## src/rtl/bus_arbiter_pkg.sv

```systemverilog
// Shared definitions for the native valid/ready memory bus arbiter:
// FSM encoding, bus field widths, request payload and abort data default.
package bus_arbiter_pkg;

  localparam int unsigned ADDR_W = 32;
  localparam int unsigned DATA_W = 32;
  localparam int unsigned STRB_W = 4;

  localparam logic [DATA_W-1:0] TIMEOUT_DATA_DEF = 32'hDEAD_BEEF;

  typedef enum logic [1:0] {
    ST_IDLE  = 2'd0,
    ST_BUSY  = 2'd1,
    ST_ABORT = 2'd2
  } state_e;

  typedef struct packed {
    logic [ADDR_W-1:0] addr;
    logic [DATA_W-1:0] wdata;
    logic [STRB_W-1:0] wstrb;
  } bus_req_t;

endpackage

```

## src/rtl/bus_watchdog.sv

```systemverilog
// Saturating cycle counter for the arbiter watchdog; flags expiry when the
// count reaches TIMEOUT-1. TIMEOUT=0 disables expiry entirely.
module bus_watchdog #(
  parameter int unsigned TIMEOUT = 64
) (
  input  logic clk,
  input  logic reset,
  input  logic clear_i,
  input  logic enable_i,
  output logic expired_o
);

  localparam int unsigned CNT_W = (TIMEOUT == 0) ? 1 : $clog2(TIMEOUT + 1);
  localparam int unsigned LIMIT = (TIMEOUT == 0) ? 0 : TIMEOUT - 1;

  logic [CNT_W-1:0] cnt_q;
  logic [CNT_W-1:0] cnt_d;

  // Clear has priority; counting stops at all-ones instead of wrapping.
  always_comb begin
    cnt_d = cnt_q;
    if (clear_i) begin
      cnt_d = '0;
    end else if (enable_i && (cnt_q != '1)) begin
      cnt_d = cnt_q + CNT_W'(1);
    end
  end

  always_ff @(posedge clk) begin
    if (reset) begin
      cnt_q <= '0;
    end else begin
      cnt_q <= cnt_d;
    end
  end

  assign expired_o = (TIMEOUT != 0) && (cnt_q == CNT_W'(LIMIT));

endmodule

```

## src/rtl/bus_arbiter.sv

```systemverilog
// Two-master round-robin arbiter for the native memory bus. Holds each grant
// until the slave answers, or completes the transfer itself on watchdog expiry.
module bus_arbiter
  import bus_arbiter_pkg::*;
#(
  parameter int unsigned       TIMEOUT      = 64,
  parameter logic [DATA_W-1:0] TIMEOUT_DATA = TIMEOUT_DATA_DEF
) (
  input  logic              clk,
  input  logic              reset,
  input  logic              m0_valid,
  input  logic [ADDR_W-1:0] m0_addr,
  input  logic [DATA_W-1:0] m0_wdata,
  input  logic [STRB_W-1:0] m0_wstrb,
  output logic              m0_ready,
  input  logic              m1_valid,
  input  logic [ADDR_W-1:0] m1_addr,
  input  logic [DATA_W-1:0] m1_wdata,
  input  logic [STRB_W-1:0] m1_wstrb,
  output logic              m1_ready,
  output logic [DATA_W-1:0] m_rdata,
  output logic              s_valid,
  output logic [ADDR_W-1:0] s_addr,
  output logic [DATA_W-1:0] s_wdata,
  output logic [STRB_W-1:0] s_wstrb,
  input  logic              s_ready,
  input  logic [DATA_W-1:0] s_rdata,
  output logic              grant,
  output logic              busy,
  input  logic              err_clr,
  output logic              bus_error,
  output logic [ADDR_W-1:0] err_addr
);

  state_e            state_q, state_d;
  logic              last_q, last_d;
  logic              grant_q, grant_d;
  logic              bus_error_q, bus_error_d;
  logic [ADDR_W-1:0] err_addr_q, err_addr_d;

  logic     wd_clear, wd_enable, wd_expired;
  logic     done_c;
  bus_req_t m0_req, m1_req, sel_req;

  assign m0_req  = '{addr: m0_addr, wdata: m0_wdata, wstrb: m0_wstrb};
  assign m1_req  = '{addr: m1_addr, wdata: m1_wdata, wstrb: m1_wstrb};
  assign sel_req = grant_q ? m1_req : m0_req;

  bus_watchdog #(
    .TIMEOUT (TIMEOUT)
  ) u_watchdog (
    .clk       (clk),
    .reset     (reset),
    .clear_i   (wd_clear),
    .enable_i  (wd_enable),
    .expired_o (wd_expired)
  );

  always_ff @(posedge clk) begin
    if (reset) begin
      state_q     <= ST_IDLE;
      last_q      <= 1'b1;
      grant_q     <= 1'b0;
      bus_error_q <= 1'b0;
      err_addr_q  <= '0;
    end else begin
      state_q     <= state_d;
      last_q      <= last_d;
      grant_q     <= grant_d;
      bus_error_q <= bus_error_d;
      err_addr_q  <= err_addr_d;
    end
  end

  // Next state: on a tie the master that did not win last time is granted.
  always_comb begin
    state_d   = state_q;
    last_d    = last_q;
    grant_d   = grant_q;
    wd_clear  = 1'b0;
    wd_enable = 1'b0;
    unique case (state_q)
      ST_IDLE: begin
        if (m0_valid || m1_valid) begin
          grant_d  = (m0_valid && m1_valid) ? ~last_q : m1_valid;
          last_d   = grant_d;
          wd_clear = 1'b1;
          state_d  = ST_BUSY;
        end
      end
      ST_BUSY: begin
        if (s_ready) begin
          state_d = ST_IDLE;
        end else begin
          wd_enable = 1'b1;
          if (wd_expired) begin
            state_d = ST_ABORT;
          end
        end
      end
      ST_ABORT: state_d = ST_IDLE;
      default:  state_d = ST_IDLE;
    endcase
  end

  // Bus outputs are a combinational function of state, grant and slave reply.
  always_comb begin
    s_valid = 1'b0;
    s_addr  = '0;
    s_wdata = '0;
    s_wstrb = '0;
    m_rdata = '0;
    busy    = 1'b0;
    done_c  = 1'b0;
    unique case (state_q)
      ST_BUSY: begin
        busy    = 1'b1;
        s_valid = 1'b1;
        s_addr  = sel_req.addr;
        s_wdata = sel_req.wdata;
        s_wstrb = sel_req.wstrb;
        if (s_ready) begin
          done_c  = 1'b1;
          m_rdata = s_rdata;
        end
      end
      ST_ABORT: begin
        busy    = 1'b1;
        done_c  = 1'b1;
        m_rdata = TIMEOUT_DATA;
      end
      default: ;
    endcase
  end

  assign m0_ready = done_c && !grant_q;
  assign m1_ready = done_c && grant_q;

  // Abort beats a simultaneous clear, and then reloads the captured address.
  always_comb begin
    bus_error_d = bus_error_q;
    err_addr_d  = err_addr_q;
    if (state_q == ST_ABORT) begin
      bus_error_d = 1'b1;
      if (!bus_error_q || err_clr) begin
        err_addr_d = sel_req.addr;
      end
    end else if (err_clr) begin
      bus_error_d = 1'b0;
    end
  end

  assign grant     = grant_q;
  assign bus_error = bus_error_q;
  assign err_addr  = err_addr_q;

endmodule
```

## config.mk

```make
export PLATFORM = sky130hd
export DESIGN_NAME = bus_arbiter
export DESIGN_NICKNAME = d
export VERILOG_FILES = /design/src/rtl/bus_arbiter_pkg.sv /design/src/rtl/bus_watchdog.sv /design/src/rtl/bus_arbiter.sv
export SDC_FILE = /design/constraint.sdc
export NUM_CORES = 1
export LEC_CHECK = 0
export ABC_AREA = 1
export CAP_MARGIN = 10
export CORE_AREA = 8 8 114 116
export DETAILED_ROUTE_END_ITERATION = 16
export DIE_AREA = 0 0 122 124
export DONT_BUFFER_PORTS = 1
export GPL_TIMING_DRIVEN = 0
export PLACE_DENSITY_LB_ADDON = 0.15
export SYNTH_ARGS = -nofsm -noshare
export SYNTH_HDL_FRONTEND = slang
export SYNTH_SLANG_ARGS = --single-unit
```

## constraint.sdc

```tcl
create_clock -name clk -period 1.43 [get_ports clk]
set_input_delay 0.143 -clock clk [delete_from_list [all_inputs] [get_ports clk]]
set_output_delay 0.143 -clock clk [all_outputs]
set_load 0.05 [all_outputs]
```

==> results of run 1 <==
## state kept, by name (all words and copies together) (netlist names)
register / flops
state_q: 2
err_addr: 32
u_watchdog.cnt_q: 7
bus_error: 1
grant: 1
last_q: 1
## worst max-delay path by stage
stage / from / end / slack (ns) / depth (start not counted)
final: state_q[0] / m1_ready / -0.51 / 5
after global routing: state_q[1] / s_wdata[2] / -0.55 / 7
after CTS: state_q[0] / m_rdata[12] / -0.54 / 5
after detailed placement: grant / s_wdata[28] / -0.33 / 6
after global placement: grant / s_wdata[28] / -0.34 / 6
after floorplan: state_q[0] / m0_ready / -0.22 / 4
## cell type report
cell class                 instances  area [sq um]  share of cell area (%)
clock buffer                       7           154                    3.06
clock inverter                     1          5.00                  0.0996
sequential                        44           891                    17.7
multi-input combinational        425          3020                    60.2
inverter                          24           111                    2.22
tap                              143           179                    3.56
buffer                            38           440                    8.76
timing repair buffer              18           221                    4.41
## stage by stage
stage | TNS [ns] | instances
finish | -44.94 | 700
detailed placement | -29.63 | 674
floorplan | -5.66 | 531
global route | -54.82 | 700
global placement | -27.43 | 674
CTS | -45.84 | 697
## placed cells by master, fill, tap and decap left out, types with 4 or more instances in the layout
| cell type | n |
|---|---|
| nand2_1 | 98 |
| nor2_1 | 75 |
| a21oi_1 | 66 |
| nor2_4 | 46 |
| dfxtp_1 | 40 |
| a21oi_4 | 34 |
| o21ai_1 | 34 |
| o21ai_4 | 22 |
| inv_1 | 19 |
| buf_4 | 15 |
| nand2_2 | 15 |
| buf_6 | 10 |
| clkbuf_16 | 8 |
| buf_8 | 8 |
| clkbuf_8 | 6 |
| a21oi_2 | 6 |
| buf_12 | 5 |
| o21ai_2 | 5 |
| nand3_1 | 5 |
| clkbuf_4 | 4 |
| clkbuf_1 | 4 |
## critical path: stages, from the launching register on
cell and delay [ns]:
dfxtp_4 0.37, inv_4 0.04, ha_4 0.43, nand3_4 0.14, buf_12 0.16, a21oi_4 0.36
## routing by layer
metal / GRT usage (%) / up-vias / part of all wire (%)
met2: 34.9 / 200 / 51
met3: 7.62 / 19 / 11
li1: - / 1775 / -
met1: 19.3 / 1673 / 36
met5: 0 / - / 0
met4: 6.78 / 0 / 2.5
## what timing repair did
action | in CTS | in global routing
buffers inserted | 11 | 3
gates resized for setup | 77 | 16
cloned | 4 | 0
setup endpoints to repair | 141 | 144
pin swaps | 52 | 23
## cell families after synthesis
family | Yosys count
XOR/XNOR | 2
AND/OR/NAND/NOR | 248
buffers and inverters | 62
AO/OA/AOI/OAI | 170
adder cells (fa/ha/maj) | 5
flip-flops | 44
## power by group
group | internal (mW) | switching, mW | total (mW)
Sequential | 1.29 | 0.224 | 1.51
Clock | 0.751 | 0.476 | 1.23
Combinational | 0.761 | 2.07 | 2.83
==> qor.txt, run 1 <==
Worst Hold Class -> in2reg
Pre-CTS WS -> -0.331 ns
Mux share of post-synthesis cell area -> 0%
Power, Total -> 5.57 mW
Finished Core Util -> 45.0%
GP Congestion -> 0.897
Top-level port count -> 312
Rel. slew slack -> 60.6%
Avg WL per Cell -> 21.9 um
Synth top area share -> 28.7%
Post-place instance area -> 4390 sq um
Adder-cell share of the synthesized area -> 2.04%
DRC errors left -> 0
Antenna diodes -> 0
Max FO, Critical Path -> 5
Max VDD drop -> 0.000568 V
Clock Tree Buf Depth -> 2
Worst slew pin tran -> 0.591 ns
Sequential area share after synthesis -> 28.7%
Max-slew violation count -> 0
Clk_lat worst skew -> 0.29 ns
Main combinational cell family by area after synthesis -> simple AND/OR/NAND/NOR gates
Worst r2r dst -> u_watchdog.cnt_q[2]
Worst Reg-to-Reg Cells -> 10
Initial Util -> 27.5%
Number of synthesized flops with an enable pin -> 0
Data arrival, critical path -> 1.80 ns
Die height -> 124 um
Mean Syn Cell Area -> 5.78 sq um
H-Tree Depth -> 2
Xor/xnor cell area share of the yosys netlist -> 0.570%
Die Area -> 15100 sq um
Hold depth -> 2
Post-Syn Instances -> 531
Critical Path RT -> 1.29 ns
Finish-stage setup viols -> 114
Root Driver -> clkbuf_16
LEAKAGE -> 1.80 nW
Worst reg2reg setup slack -> -0.21 ns
Max-cap violations -> 0
Synth top cells by count -> 122 x nor2_1, 114 x nand2_1, 106 x a21oi_1, 61 x o21ai_0, 44 x dfxtp_1
Compound-gate portion of the synthesized area -> 27.9%
Share of cells above drive strength 1 -> 37.3%
Post-route ant nets -> 0
Main synth FF type -> dfxtp_1
Worst hold slack -> 0.0493 ns
CP endpoint kind -> primary output
Syn nets -> 710
Synth Register Bits -> 44
Total wire length -> 15400 um
Crit path launch type -> flop
Nets@finish -> 735
Finished layout cell area -> 5020 sq um
Largest net degree at the start of global routing -> 14
RSZ-0062 raised after global routing -> true
Hold buffers post-CTS -> 0
Async SR Flop Fraction -> 0%
Via count -> 3667
DR vias/cell -> 5.24
Setup ws final -> -0.510 ns
CTS tree -> built
Period utilisation layout -> 136%
Clk slew on worst S/H paths -> 0.06 ns
Hold Path Origin -> m1_valid
Filler Cell Count -> 1171
Most common cell in the synthesized netlist -> nor2_1
DRT Pass-1 Iters -> 4
Hold violation total from the final report -> 0
Core area -> 11200 sq um
Final Skew -> 0.00494 ns
Worst setup path category -> reg2out
Total GRT Usage -> 19.1%
Global-route wire length before repair -> 22500 um
Cell accounting for the most synthesized area -> dfxtp_1
Rows -> 39
Worst min-delay path endpoint -> last_q
Vias in the first global route -> 3954
Outcome -> finished, violations left
Post-synth cell types -> 22
Die X -> 122 um
Area contributors post-synth -> dfxtp_1 29%, a21oi_1 17%, nor2_1 15%
Reg2reg start -> state_q[1]
Area delta synth->final -> 63.7%
Pwr dens -> 1110 nW/um^2
Min Tclk post-route -> 1.94 ns
Drt initial violations -> 177
Mapped cell area -> 3070 sq um
Port bufs -> 0
CTS Buf Count -> 5
Yosys synthesis warning count -> 0
Failing checks -> setup timing
FMAX -> 515 MHz
Num Clock Sinks -> 44
Post-Synth Simple-Gate Area -> 31.4%
DP Wirelength -> 12800 um
Initial antenna violation count -> 0
Grt ovf -> 0
Note: power is estimated with default switching activity, not from simulation.
==> run 2, diff against run 1 <==
Settings changed: HOLD_SLACK_MARGIN set to 0.02.
==> results of run 2 <==
Same layout as run 1: the final DEF is identical, and so are final timing and power.
==> run 3, diff against run 2 <==
Settings changed: CAP_MARGIN 10 to unset.
==> results of run 3 <==
Same layout as run 1: the final DEF is identical, and so are final timing and power.
